### src/rtl/uart_pkg.sv
// uart_pkg: types and constants shared by the UART receive and transmit sides.
// Contents: receiver FSM state enum, default bit timing, half-bit helper.
// No ports; imported with import uart_pkg::*.
package uart_pkg;

  // Receiver frame-tracking states.
  typedef enum logic [1:0] {
    IDLE  = 2'd0,
    START = 2'd1,
    DATA  = 2'd2,
    STOP  = 2'd3
  } uart_state_e;

  // Default link timing: 100 MHz core clock, 115200 baud.
  localparam int DEF_CLKS_PER_BIT = 868;
  localparam int HALF_BIT         = DEF_CLKS_PER_BIT / 2;

  // Half-bit offset for a parameterised bit period (start-bit mid-point).
  function automatic int half_bit(input int clks_per_bit);
    return clks_per_bit / 2;
  endfunction

endpackage

### src/rtl/uart_rx_if.sv
// uart_rx_if: receive-word handshake between the UART receiver and its consumer.
// Signals: RX_Data_out/RX_Data_valid (word + valid), RX_Data_ready (consumer accept),
//          Framing_error/Overrun_error (one-cycle status pulses).
// master = receiver side, slave = consumer side.
interface uart_rx_if #(
  parameter int WORD_SIZE = 8
);

  logic [WORD_SIZE-1:0] RX_Data_out;
  logic                 RX_Data_valid;
  logic                 RX_Data_ready;
  logic                 Framing_error;
  logic                 Overrun_error;

  modport master (
    output RX_Data_out,
    output RX_Data_valid,
    input  RX_Data_ready,
    output Framing_error,
    output Overrun_error
  );

  modport slave (
    input  RX_Data_out,
    input  RX_Data_valid,
    output RX_Data_ready,
    input  Framing_error,
    input  Overrun_error
  );

endinterface

### src/rtl/uart_rx_sync.sv
// uart_rx_sync: 2-flop synchronizer for the async RX pin plus a previous-value flop.
// Latency: rx_sync follows the pin 2 cycles later; rx_fall is a 1-cycle strobe on a 1->0 step.
// Ports: clk, reset_b (sync, active-low), rx_in (async pin) -> rx_sync, rx_fall.
module uart_rx_sync (
  input  logic clk,
  input  logic reset_b,
  input  logic rx_in,
  output logic rx_sync,
  output logic rx_fall
);

  logic sync1_q, sync1_d;
  logic sync2_q, sync2_d;
  logic prev_q,  prev_d;

  always_comb begin
    sync1_d = rx_in;
    sync2_d = sync1_q;
    prev_d  = sync2_q;
  end

  // All three reset to the idle-high line level so a line that is already low
  // when reset releases never looks like a start edge.
  always_ff @(posedge clk) begin
    if (!reset_b) begin
      sync1_q <= 1'b1;
      sync2_q <= 1'b1;
      prev_q  <= 1'b1;
    end else begin
      sync1_q <= sync1_d;
      sync2_q <= sync2_d;
      prev_q  <= prev_d;
    end
  end

  assign rx_sync = sync2_q;
  assign rx_fall = prev_q & ~sync2_q;

endmodule

### src/rtl/uart_rx.sv
// uart_rx: 8N1 serial-to-parallel receiver with a one-word valid/ready holding register.
// Latency: valid rises 3 + CLKS_PER_BIT/2 + (WORD_SIZE+1)*CLKS_PER_BIT cycles after the pin goes low.
// Backpressure: no stall; a word arriving while the previous one is unconsumed overwrites it
// and pulses Overrun_error. Ports: clk, reset_b, RX_Data_in, rx_if (uart_rx_if.master).
module uart_rx
  import uart_pkg::*;
#(
  parameter int WORD_SIZE       = 8,
  parameter int WORD_SIZE_WIDTH = 4,
  parameter int CLKS_PER_BIT    = 868,
  parameter int CLK_COUNT_WIDTH = 10
) (
  input  logic      clk,
  input  logic      reset_b,
  input  logic      RX_Data_in,
  uart_rx_if.master rx_if
);

  localparam int HALF = half_bit(CLKS_PER_BIT);

  localparam logic [CLK_COUNT_WIDTH-1:0] HALF_LAST = CLK_COUNT_WIDTH'(HALF - 1);
  localparam logic [CLK_COUNT_WIDTH-1:0] BIT_LAST  = CLK_COUNT_WIDTH'(CLKS_PER_BIT - 1);
  localparam logic [WORD_SIZE_WIDTH-1:0] WORD_LAST = WORD_SIZE_WIDTH'(WORD_SIZE - 1);

  logic rx_sync;
  logic rx_fall;

  uart_rx_sync u_sync (
    .clk     (clk),
    .reset_b (reset_b),
    .rx_in   (RX_Data_in),
    .rx_sync (rx_sync),
    .rx_fall (rx_fall)
  );

  uart_state_e                state_q, state_d;
  logic [CLK_COUNT_WIDTH-1:0] cnt_q,   cnt_d;
  logic [WORD_SIZE_WIDTH-1:0] bit_q,   bit_d;
  logic [WORD_SIZE-1:0]       shift_q, shift_d;
  logic [WORD_SIZE-1:0]       data_q,  data_d;
  logic                       valid_q, valid_d;
  logic                       ferr_q,  ferr_d;
  logic                       oerr_q,  oerr_d;

  always_comb begin
    state_d = state_q;
    cnt_d   = cnt_q + CLK_COUNT_WIDTH'(1);
    bit_d   = bit_q;
    shift_d = shift_q;
    data_d  = data_q;
    // Consumer handshake: valid only drops when ready is seen with it.
    valid_d = valid_q & ~rx_if.RX_Data_ready;
    ferr_d  = 1'b0;
    oerr_d  = 1'b0;

    unique case (state_q)
      IDLE: begin
        cnt_d = '0;
        bit_d = '0;
        // Edge-triggered start: a line stuck low (break) never starts a frame.
        if (rx_fall) begin
          state_d = START;
        end
      end

      START: begin
        if (cnt_q == HALF_LAST) begin
          cnt_d   = '0;
          // High at mid-start means a glitch; drop it silently.
          state_d = rx_sync ? IDLE : DATA;
        end
      end

      DATA: begin
        if (cnt_q == BIT_LAST) begin
          cnt_d   = '0;
          // LSB arrives first: shift right so it ends up at bit 0.
          shift_d = {rx_sync, shift_q[WORD_SIZE-1:1]};
          if (bit_q == WORD_LAST) begin
            bit_d   = '0;
            state_d = STOP;
          end else begin
            bit_d = bit_q + WORD_SIZE_WIDTH'(1);
          end
        end
      end

      STOP: begin
        if (cnt_q == BIT_LAST) begin
          cnt_d   = '0;
          // Back to IDLE at stop mid-bit so a start edge half a bit later is caught.
          state_d = IDLE;
          if (rx_sync) begin
            data_d  = shift_q;
            valid_d = 1'b1;
            // A same-edge ready consumes the old word, so that is not an overrun.
            oerr_d  = valid_q & ~rx_if.RX_Data_ready;
          end else begin
            ferr_d = 1'b1;
          end
        end
      end

      default: begin
        state_d = IDLE;
      end
    endcase
  end

  always_ff @(posedge clk) begin
    if (!reset_b) begin
      state_q <= IDLE;
      cnt_q   <= '0;
      bit_q   <= '0;
      shift_q <= '0;
      data_q  <= '0;
      valid_q <= 1'b0;
      ferr_q  <= 1'b0;
      oerr_q  <= 1'b0;
    end else begin
      state_q <= state_d;
      cnt_q   <= cnt_d;
      bit_q   <= bit_d;
      shift_q <= shift_d;
      data_q  <= data_d;
      valid_q <= valid_d;
      ferr_q  <= ferr_d;
      oerr_q  <= oerr_d;
    end
  end

  assign rx_if.RX_Data_out   = data_q;
  assign rx_if.RX_Data_valid = valid_q;
  assign rx_if.Framing_error = ferr_q;
  assign rx_if.Overrun_error = oerr_q;

endmodule

### src/flat_wrapper.sv
// flat-port wrapper written by rule: the top's interface ports become plain ports
module uart_rx_flat import uart_pkg::*;
#(
  parameter int WORD_SIZE       = 8,
  parameter int WORD_SIZE_WIDTH = 4,
  parameter int CLKS_PER_BIT    = 868,
  parameter int CLK_COUNT_WIDTH = 10
)
  (clk, reset_b, RX_Data_in, rx_if_RX_Data_out, rx_if_RX_Data_valid, rx_if_RX_Data_ready, rx_if_Framing_error, rx_if_Overrun_error);
  uart_rx_if #(.WORD_SIZE(WORD_SIZE)) rx_if_i ();
  input  logic clk;
  input  logic reset_b;
  input  logic RX_Data_in;
  output wire logic [$bits(rx_if_i.RX_Data_out)-1:0] rx_if_RX_Data_out;
  output wire logic [$bits(rx_if_i.RX_Data_valid)-1:0] rx_if_RX_Data_valid;
  input wire logic [$bits(rx_if_i.RX_Data_ready)-1:0] rx_if_RX_Data_ready;
  output wire logic [$bits(rx_if_i.Framing_error)-1:0] rx_if_Framing_error;
  output wire logic [$bits(rx_if_i.Overrun_error)-1:0] rx_if_Overrun_error;
  assign rx_if_RX_Data_out = rx_if_i.RX_Data_out;
  assign rx_if_RX_Data_valid = rx_if_i.RX_Data_valid;
  assign rx_if_i.RX_Data_ready = rx_if_RX_Data_ready;
  assign rx_if_Framing_error = rx_if_i.Framing_error;
  assign rx_if_Overrun_error = rx_if_i.Overrun_error;
  uart_rx #(.WORD_SIZE(WORD_SIZE), .WORD_SIZE_WIDTH(WORD_SIZE_WIDTH), .CLKS_PER_BIT(CLKS_PER_BIT), .CLK_COUNT_WIDTH(CLK_COUNT_WIDTH)) u_core (.clk(clk), .reset_b(reset_b), .RX_Data_in(RX_Data_in), .rx_if(rx_if_i));
endmodule
### config.mk
export PLATFORM = sky130hd
export DESIGN_NAME = uart_rx_flat
export DESIGN_NICKNAME = d
export VERILOG_FILES = /design/src/rtl/uart_pkg.sv /design/src/rtl/uart_rx_if.sv /design/src/rtl/uart_rx_sync.sv /design/src/rtl/uart_rx.sv /design/src/flat_wrapper.sv
export SDC_FILE = /design/constraint.sdc
export NUM_CORES = 1
export LEC_CHECK = 0
export BUFFER_PORTS_ARGS = -buffer_cell sky130_fd_sc_hd__buf_4
export CORE_MARGIN = 4
export CORE_UTILIZATION = 49
export DETAILED_ROUTE_END_ITERATION = 12
export PLACE_DENSITY = 0.77
export SYNTH_ARGS = -nofsm -noshare
export SYNTH_HDL_FRONTEND = slang
export SYNTH_HIERARCHICAL = 1
export SYNTH_SLANG_ARGS = --single-unit
### constraint.sdc
create_clock -name clk -period 2.1 [get_ports clk]
set_input_delay 0.105 -clock clk [delete_from_list [all_inputs] [get_ports clk]]
set_output_delay 0.105 -clock clk [all_outputs]
set_load 0.005 [all_outputs]
==> impl_metrics.prom, run 1 <==
# TYPE chip_impl_metric gauge
chip_impl_metric{name="port_buffers",unit=""} 14
chip_impl_metric{name="io_pins",unit=""} 15
chip_impl_metric{name="cp.buffers_inverters",unit=""} 2
chip_impl_metric{name="dp_hpwl",unit="um"} 2140
chip_impl_metric{name="worst_ep_required_time",unit="ns"} 2.33
chip_impl_metric{name="tightestPinTransition",unit="ns"} 0.448
chip_impl_metric{name="count_of_cell_types_in_the_netlist",unit=""} 36
chip_impl_metric{name="slew_viol_final",unit=""} 0
chip_impl_metric{name="syn-mean-instance-area",unit="um2"} 9.73
chip_impl_metric{name="post_cts_setup_bufs",unit=""} 0
chip_impl_metric{name="dpl.cell_count",unit=""} 221
chip_impl_metric{name="track_usage",unit="%"} 15.8
chip_impl_metric{name="setup-tns-final",unit="ns"} 0
chip_impl_metric{name="ir_worst_vdd",unit="uV"} 485
chip_impl_info{name="setup_repair_after_global_routing_missed_its_margin",value="false"} 1
chip_impl_metric{name="reg_to_reg_slack_setup",unit="ns"} 0.39
chip_impl_metric{name="max_freq",unit="MHz"} 586
chip_impl_metric{name="worst_clock_skew",unit="ns"} 0.00586
chip_impl_info{name="cts_tree",value="yes"} 1
chip_impl_metric{name="netlist.area_leader.share",unit="%"} 46.6
chip_impl_metric{name="cts.reportedPaths.clkPinSlew",unit="ns"} 0.10
chip_impl_metric{name="post-route-util",unit="%"} 59.4
chip_impl_metric{name="first_pass_grt_wire_length",unit="um"} 5150
chip_impl_metric{name="dr_total_vias",unit=""} 1185
chip_impl_metric{name="number_of_antenna_violations_at_the_first_check_in_global_routing",unit=""} 0
chip_impl_metric{name="detail_route.iter0.violations",unit=""} 62
chip_impl_metric{name="critical_path.max_stage_delay",unit="ns"} 0.41
chip_impl_metric{name="relSlewSlack",unit="%"} 70.1
chip_impl_metric{name="netlist_instances",unit=""} 168
chip_impl_metric{name="synthesis.yosys.warnings",unit=""} 6
chip_impl_info{name="critPathCaptureType",value="flip-flop"} 1
chip_impl_metric{name="grt_start_max_net_pins",unit=""} 30
chip_impl_metric{name="place_worst_setup_slack",unit="ns"} 0.385
chip_impl_metric{name="detail-route-antenna-nets",unit=""} 0
chip_impl_metric{name="overall_routed_net_length",unit="um"} 2900
chip_impl_metric{name="clk_latency",unit="ns"} 0.33
chip_impl_metric{name="wire_per_inst",unit="um"} 12.7
chip_impl_metric{name="final_hold_viol_count",unit=""} 0
chip_impl_metric{name="setup_viol_count_final",unit=""} 0
chip_impl_metric{name="power.net_switching",unit="mW"} 0.248
chip_impl_metric{name="dieHeight",unit="um"} 65.7
chip_impl_metric{name="worst-path-stages",unit=""} 6
chip_impl_metric{name="vias_per_cell",unit=""} 5.17
chip_impl_metric{name="swShare",unit="%"} 19.7
chip_impl_metric{name="leakagePower",unit="nW"} 0.818
chip_impl_metric{name="yosysSeqAreaShare",unit="%"} 46.6
chip_impl_info{name="yosys-top-cells-area",value="dfxtp_1, mux2i_1, nand2_1"} 1
chip_impl_metric{name="setup_ws",unit="ns"} 0.394
chip_impl_metric{name="grt_remaining_overflow",unit=""} 0
chip_impl_metric{name="power.share.clock",unit="%"} 40.0
chip_impl_metric{name="post-layout-total-power",unit="mW"} 1.26
chip_impl_metric{name="detailed_place.area",unit="um2"} 1770
chip_impl_metric{name="worst_hold_path.num_cells",unit=""} 3
chip_impl_metric{name="cts.repair.resized",unit=""} 0
chip_impl_metric{name="number_of_cells_on_the_worst_reg_to_reg_path",unit=""} 6
chip_impl_metric{name="flow.area_growth_from_synthesis",unit="%"} 13.6
chip_impl_info{name="synth_top_cell_by_area",value="dfxtp_1"} 1
chip_impl_metric{name="number_of_global_route_vias_before_repair",unit=""} 1126
chip_impl_metric{name="arrival_time_reported_for_the_critical_path_endpoint",unit="ns"} 1.93
chip_impl_metric{name="gp_congestion",unit=""} 0.773
chip_impl_info{name="cpMaxStageDelayCell",value="dfxtp_1"} 1
chip_impl_metric{name="post-route-min-period",unit="ns"} 1.71
chip_impl_metric{name="cap_violations",unit=""} 0
chip_impl_info{name="clockRootBuffer",value="clkbuf_4"} 1
chip_impl_info{name="worst_hold_startpoint",value="rx_if_RX_Data_ready"} 1
chip_impl_metric{name="cp_max_fo",unit=""} 10
chip_impl_metric{name="share_of_layout_cells_above_drive_strength_1",unit="%"} 17.3
chip_impl_info{name="status",value="finished clean"} 1
chip_impl_info{name="timing.rr.end",value="u_core/shift_q[6]"} 1
chip_impl_info{name="min-delay-path-class",value="input pin to flip-flop"} 1
chip_impl_metric{name="num-fill-cells",unit=""} 287
chip_impl_metric{name="power.combinational.fraction",unit="%"} 2.1
chip_impl_info{name="cpLargestDelayFamily",value="simple AND/OR/NAND/NOR gates"} 1
chip_impl_metric{name="pwr-share-seq",unit="%"} 57.9
chip_impl_metric{name="core",unit="um2"} 3130
chip_impl_metric{name="drt_pass1_iterations",unit=""} 4
chip_impl_metric{name="period_share",unit="%"} 81.2
chip_impl_info{name="worstPathCellList",value="ha_1 -> inv_1 -> nor4b_4 -> buf_4 -> nand2_4 -> mux2i_1"} 1
chip_impl_metric{name="drc",unit=""} 0
chip_impl_metric{name="power-per-cell-area",unit="nW/um2"} 679
chip_impl_metric{name="floorplan.rows",unit=""} 20
chip_impl_metric{name="finish.cell_count_without_fillers",unit=""} 229
chip_impl_metric{name="total_standard_cell_area_after_synthesis",unit="um2"} 1630
chip_impl_info{name="critPathKind",value="flip-flop to flip-flop"} 1
chip_impl_info{name="start_kind",value="flip-flop"} 1
chip_impl_metric{name="final.hold.worst_slack",unit="ns"} 0.0476
chip_impl_metric{name="syn_nets",unit=""} 175
chip_impl_metric{name="start_util",unit="%"} 52.2
chip_impl_metric{name="cts.sink_count",unit=""} 38
chip_impl_metric{name="floorplan.die.width",unit="um"} 65.7
chip_impl_metric{name="internal-power",unit="mW"} 1.01
chip_impl_metric{name="cts_htree_levels",unit=""} 2
chip_impl_metric{name="design.die.area",unit="um2"} 4320
chip_impl_metric{name="antenna_cells_inserted",unit=""} 0
chip_impl_metric{name="clock_tree.buffer_depth",unit=""} 2
chip_impl_metric{name="number_of_synthesized_register_bits",unit=""} 38
chip_impl_info{name="worstHoldEndpoint",value="u_core/rx_if.Overrun_error"} 1
chip_impl_metric{name="cts_made_buffers",unit=""} 5
chip_impl_metric{name="layout_net_count",unit=""} 192
chip_impl_metric{name="final_area",unit="um2"} 1860
chip_impl_info{name="rr_startpoint",value="u_core/cnt_q[0]"} 1
-- power by group through the flow --
stage	Combinational (mW)	Sequential (mW)	Clock, mW
floorplan	0.0202	0.743	0
finish	0.0265	0.730	0.504
CTS	0.0266	0.730	0.516
detailed placement	0.0249	0.747	0
global placement	0.0245	0.746	0
global route	0.0300	0.731	0.561
-- worst reg2reg max path, stage by stage, from the launching register on --
cell and delay, ns:
dfxtp_1 0.41, ha_1 0.23, inv_1 0.09, nor4b_4 0.35, buf_4 0.24, nand2_4 0.12, mux2i_1 0.15
-- worst max path at each step --
stage	start	endpoint	slack, ns
after floorplan	u_core/cnt_q[0]	u_core/rx_if.RX_Data_out[0]	0.58
after global placement	u_core/cnt_q[0]	u_core/cnt_q[4]	0.48
after detailed placement	u_core/cnt_q[0]	u_core/cnt_q[5]	0.39
after CTS	u_core/cnt_q[0]	u_core/cnt_q[9]	0.37
after global routing	u_core/cnt_q[0]	u_core/cnt_q[5]	0.24
final	u_core/cnt_q[0]	u_core/shift_q[6]	0.39
-- flip-flops by register name, summed over array words and instances (netlist names), named ones only --
name / flops
u_core/u_sync/prev_q: 1
u_core/shift_q: 8
u_core/u_sync/sync1_q: 1
u_core/rx_if.RX_Data_out: 8
u_core/u_sync/rx_sync: 1
u_core/rx_if.Framing_error: 1
u_core/rx_if.RX_Data_valid: 1
u_core/state_q: 1
u_core/cnt_q: 10
u_core/bit_q: 4
u_core/rx_if.Overrun_error: 1
-- final cells by class --
type                            count  area [um2]  share of cell area (%)
Multi-Input combinational cell    119         815                    43.9
Tap cell                           44        55.1                    2.96
Inverter                            4        15.0                   0.809
Timing Repair Buffer               17         130                    7.01
Clock buffer                        6        51.3                    2.76
Clock inverter                      1        30.0                    1.62
Sequential cell                    38         761                    41.0
-- timing repair --
item	CTS	global route
setup endpoints to repair	0	0
hold buffers	1	0
hold endpoints to repair	1	0
-- metal layers --
layer | vias up | GRT usage (%) | wire, um
li1 | 613 | - | -
met1 | 555 | 18.6 | 1320
met2 | 15 | 25.7 | 1430
met3 | 2 | 6.32 | 124
met4 | 0 | 5.44 | 26
met5 | - | 0 | 0
-- cells in the final DEF (no fill, tap or decap), types with 2 or more instances in the layout --
cell type  instances
dfxtp_1           38
nand2_1           24
mux2i_1           17
buf_4             16
nor2_1            14
nand3_1           10
clkbuf_4           5
nand4_1            5
nand2b_1           5
xor2_1             5
inv_1              4
nor3_1             4
nor2b_1            4
xnor2_1            4
a21oi_1            4
ha_1               3
o211ai_1           2
-- cell families after synthesis --
logic type / share of synthesized area (%)
and+or+nand+nor: 26.0
DFF: 46.6
AOI/OAI and AO/OA: 5.67
buffers and inverters: 3.60
muxes: 11.1
adders and majority gates: 2.30
xor gates and xnor gates: 4.82
-- synth_stat cells --
library cell / count
nor3_2: 1
and4_2: 1
and3_1: 1
o211ai_1: 2
nor3b_2: 1
nand2_1: 24
a2bb2oi_2: 1
a21o_1: 1
a21oi_1: 4
nand4_1: 5
xnor2_1: 4
nand3b_1: 1
inv_1: 4
ha_1: 3
o311ai_0: 1
nand4b_2: 1
nand2b_1: 5
a211o_1: 1
nor2b_1: 4
nor2_1: 14
a2bb2oi_1: 1
clkbuf_1: 3
nand3_1: 10
and4bb_2: 1
nor4b_4: 1
buf_2: 2
dfxtp_1: 38
and2_1: 1
and3b_1: 1
mux2_2: 1
nor3_1: 4
nand2_4: 1
o41ai_1: 1
buf_6: 2
xor2_1: 5
mux2i_1: 17
No activity file was read; power rests on OpenSTA's default activity.
==> inputs of run 2 (changes only) <==
--- a/config.mk
+++ b/config.mk
@@ -5,11 +5,12 @@
 export SDC_FILE = /design/constraint.sdc
 export NUM_CORES = 1
 export LEC_CHECK = 0
+export ABC_AREA = 1
 export BUFFER_PORTS_ARGS = -buffer_cell sky130_fd_sc_hd__buf_4
 export CORE_MARGIN = 4
 export CORE_UTILIZATION = 49
 export DETAILED_ROUTE_END_ITERATION = 12
-export PLACE_DENSITY = 0.77
+export PLACE_DENSITY = 0.79
 export SYNTH_ARGS = -nofsm -noshare
 export SYNTH_HDL_FRONTEND = slang
 export SYNTH_HIERARCHICAL = 1
==> constraint.sdc (replaced) <==
create_clock -name clk -period 1.5 [get_ports clk]
set_input_delay 0.075 -clock clk [delete_from_list [all_inputs] [get_ports clk]]
set_output_delay 0.075 -clock clk [all_outputs]
set_load 0.005 [all_outputs]
==> run 2 against run 1 <==
- routed wire length grew 8.1%
- cell area is 13% higher
- synthesized cell count rose by 46%
- sequential cell count stayed put
- global-route usage down 0.30 points
- core utilization grew 1.8 points
- total power increased by 35%
- worst hold slack lost 0.023 ns
- largest power group unchanged
==> impl_metrics.prom, run 2 <==
# TYPE chip_impl_metric gauge
chip_impl_info{name="status",value="finished clean"} 1
chip_impl_info{name="synth_top_cells_by_count",value="nand2_1, nor2_1, dfxtp_1, inv_1, nand3_1"} 1
chip_impl_metric{name="grt_remaining_overflow",unit=""} 0
chip_impl_metric{name="netlist_instances",unit=""} 245
chip_impl_metric{name="start_util",unit="%"} 51.5
chip_impl_metric{name="dr_total_vias",unit=""} 1464
chip_impl_metric{name="post-route-min-period",unit="ns"} 1.40
chip_impl_info{name="critPathKind",value="flip-flop to flip-flop"} 1
chip_impl_metric{name="syn-mean-instance-area",unit="um2"} 7.19
chip_impl_metric{name="num-fill-cells",unit=""} 299
chip_impl_metric{name="drt_pass1_iterations",unit=""} 4
chip_impl_metric{name="gp_congestion",unit=""} 0.834
chip_impl_metric{name="max_freq",unit="MHz"} 717
chip_impl_metric{name="dieHeight",unit="um"} 67.9
chip_impl_info{name="cts_tree",value="yes"} 1
chip_impl_metric{name="syn_nets",unit=""} 252
chip_impl_metric{name="cts.sink_count",unit=""} 38
chip_impl_metric{name="critical_path.max_stage_delay",unit="ns"} 0.34
chip_impl_info{name="worstPathCellList",value="ha_2 -> inv_2 -> nor2_1 -> nand3_2 -> nand2_4 -> buf_4 -> nand4_1 -> nand2_1 -> nand2_1"} 1
chip_impl_metric{name="multi_input_combinational_cell_area",unit="um2"} 861
chip_impl_metric{name="yosysSeqAreaShare",unit="%"} 43.2
chip_impl_metric{name="design.die.area",unit="um2"} 4620
chip_impl_info{name="final_cell_mix",value="nand2_1, nor2_1, inv_1"} 1
chip_impl_metric{name="wire_per_inst",unit="um"} 9.81
chip_impl_info{name="synth_top_cell_by_area",value="dfxtp_1"} 1
chip_impl_metric{name="leakagePower",unit="nW"} 1.04
chip_impl_metric{name="port_buffers",unit=""} 14
chip_impl_metric{name="number_of_cells_on_the_worst_reg_to_reg_path",unit=""} 9
chip_impl_metric{name="worst_hold_path.num_cells",unit=""} 4
chip_impl_metric{name="detail-route-antenna-nets",unit=""} 0
chip_impl_metric{name="total_standard_cell_area_after_synthesis",unit="um2"} 1760
chip_impl_metric{name="number_of_global_route_vias_before_repair",unit=""} 1346
chip_impl_metric{name="worst_clock_skew",unit="ns"} 0.00670
chip_impl_metric{name="final-seq-area",unit="um2"} 764
chip_impl_metric{name="ir_worst_vdd",unit="uV"} 583
chip_impl_metric{name="detail_route.iter0.violations",unit=""} 68
chip_impl_metric{name="vias_per_cell",unit=""} 4.58
chip_impl_metric{name="flow.area_growth_from_synthesis",unit="%"} 18.7
chip_impl_metric{name="count_of_cell_types_in_the_netlist",unit=""} 26
chip_impl_metric{name="clock_tree.buffer_depth",unit=""} 2
chip_impl_metric{name="synthesis.yosys.warnings",unit=""} 6
chip_impl_metric{name="grt_start_max_net_pins",unit=""} 23
chip_impl_metric{name="cts_made_buffers",unit=""} 5
chip_impl_metric{name="relSlewSlack",unit="%"} 81.9
chip_impl_info{name="cpMaxStageDelayCell",value="dfxtp_2"} 1
chip_impl_metric{name="layout_net_count",unit=""} 280
chip_impl_metric{name="floorplan.die.width",unit="um"} 67.9
chip_impl_info{name="start_kind",value="flip-flop"} 1
chip_impl_metric{name="io_pins",unit=""} 15
chip_impl_metric{name="synth_edf_count",unit=""} 0
chip_impl_info{name="final_common_cell",value="nand2_1"} 1
chip_impl_metric{name="cts_htree_levels",unit=""} 2
chip_impl_metric{name="setup_viol_count_final",unit=""} 0
chip_impl_metric{name="async_reset_ff_share",unit="%"} 0
chip_impl_info{name="registers.top_by_ff_count",value="u_core/cnt_q"} 1
chip_impl_metric{name="share_of_layout_cells_above_drive_strength_1",unit="%"} 22.3
chip_impl_info{name="cell_with_the_most_instances_after_synthesis",value="nand2_1"} 1
chip_impl_metric{name="worst_ep_required_time",unit="ns"} 1.74
chip_impl_info{name="yosys_most_used_dff",value="dfxtp_1"} 1
chip_impl_metric{name="finish.cell_count_without_fillers",unit=""} 320
chip_impl_info{name="cpMostUsedCell",value="nand2_1"} 1
chip_impl_metric{name="number_of_synthesized_register_bits",unit=""} 38
chip_impl_metric{name="cts.reportedPaths.clkPinSlew",unit="ns"} 0.10
chip_impl_metric{name="power-per-cell-area",unit="nW/um2"} 813
chip_impl_metric{name="overall_routed_net_length",unit="um"} 3140
chip_impl_metric{name="track_usage",unit="%"} 15.5
chip_impl_metric{name="final_hold_viol_count",unit=""} 0
chip_impl_metric{name="floorplan.rows",unit=""} 21
chip_impl_info{name="min-delay-path-class",value="input pin to flip-flop"} 1
chip_impl_metric{name="slew_viol_final",unit=""} 0
chip_impl_metric{name="cp_max_fo",unit=""} 5
chip_impl_metric{name="tightestPinTransition",unit="ns"} 0.271
chip_impl_metric{name="number_of_antenna_violations_at_the_first_check_in_global_routing",unit=""} 0
chip_impl_metric{name="dpl.cell_count",unit=""} 307
chip_impl_metric{name="period_share",unit="%"} 93.0
chip_impl_metric{name="post-route-util",unit="%"} 61.2
chip_impl_metric{name="clk_latency",unit="ns"} 0.34
chip_impl_metric{name="largest_reg_flops",unit=""} 10
chip_impl_metric{name="antenna_cells_inserted",unit=""} 0
chip_impl_info{name="yosys-top-cells-area",value="dfxtp_1, nand2_1, nor2_1"} 1
chip_impl_metric{name="first_pass_grt_wire_length",unit="um"} 5420
chip_impl_metric{name="drc",unit=""} 0
chip_impl_metric{name="arrival_time_reported_for_the_critical_path_endpoint",unit="ns"} 1.64
chip_impl_info{name="critPathCaptureType",value="flip-flop"} 1
chip_impl_metric{name="cap_violations",unit=""} 0
chip_impl_metric{name="core",unit="um2"} 3420
chip_impl_metric{name="netlist.area_leader.share",unit="%"} 43.2
chip_impl_info{name="clockRootBuffer",value="clkbuf_4"} 1
chip_impl_metric{name="dp_hpwl",unit="um"} 2280
==> run 2: cell types whose count changed in the layout (fill, tap and decap cells not counted), moves of 4 or more <==
| cell | change |
|---|---|
| buf_4 | +5 |
| nand2b_1 | -5 |
| nor2_1 | +37 |
| nor2_2 | +8 |
| nor3_1 | -4 |
| mux2i_1 | -17 |
| nand2_2 | +5 |
| nand2_1 | +36 |
| nor2b_1 | -4 |
| inv_1 | +32 |
==> run 2: cell families (layout without fill, tap and decap cells) <==
family                     count (synthesis)  count (layout)  share of synthesized area, %
and+or+nand+nor                          151             151                          39.2
buffers and inverters                     40              69                          10.1
DFF                                       38              38                          43.2
AOI/OAI and AO/OA                          7               7                          2.42
xor gates and xnor gates                   6               6                          2.99
adders and majority gates                  3               3                          2.13
==> run 2: metrics by stage <==
| stage | TNS (ns) | cell area (um2) | setup WS, ns | total power [mW] | hold slack [ns] |
|---|---|---|---|---|---|
| global placement | 0 | 1930 | 0.0629 | 1.16 | 0.250 |
| CTS | 0 | 2010 | 0.0119 | 1.71 | 0.0167 |
| finish | 0 | 2090 | 0.104 | 1.70 | 0.0246 |
| floorplan | 0 | 1760 | 0.141 | 1.14 | 0.144 |
| detailed placement | -0.00633 | 1930 | -0.00633 | 1.16 | 0.248 |
| global route | -0.0203 | 2090 | -0.0134 | 1.78 | 0.0350 |
==> run 2: area by class of cell <==
class                      instances  area share, %
clock buffer                       7           2.63
clock inverter                     1          0.240
inverter                          37           6.65
multi-input combinational        167           41.2
sequential                        38           36.6
tap                               46           2.75
timing repair buffer              24           9.94
==> run 2: power breakdown <==
group / internal [mW] / total (mW) / switching [mW] / leakage [nW]
clock: 0.227 / 0.546 / 0.319 / 0.0353
combinational: 0.0426 / 0.121 / 0.0785 / 0.696
sequential: 1.02 / 1.03 / 0.0119 / 0.308
==> run 2: worst max-delay path, delay by kind of cell, from the launching register on <==
| kind | cells | cell delay, ns |
|---|---|---|
| adders and majority gates | 1 | 0.19 |
| buffers and inverters | 2 | 0.17 |
| DFF | 1 | 0.34 |
| and+or+nand+nor | 6 | 0.60 |
==> run 2: worst paths after layout <==
path / to / slack [ns] / from
max: flip-flop / 0.10 / u_core/cnt_q[1]
min: u_core/rx_if.Overrun_error / 0.02 / rx_if_RX_Data_ready
max reg2reg: flip-flop / 0.10 / u_core/cnt_q[1]
min reg2reg: u_core/u_sync/rx_sync / 0.42 / u_core/u_sync/sync1_q
==> run 2: repair_timing <==
action / in CTS / in global routing
hold endpoints to repair: 1 / 0
hold buffers: 1 / 0
setup endpoints to repair: 2 / 29
pin swaps: 0 / 2
setup buffers: 0 / 4
gates resized for setup: 1 / 12
==> run 2: routing by layer <==
| metal | GRT usage [%] | share of wire [%] |
|---|---|---|
| met1 | 17.9 | 46 |
| met2 | 26.4 | 49 |
| met3 | 3.94 | 4.3 |
| met4 | 7.44 | 1.5 |
| met5 | 0 | 0 |
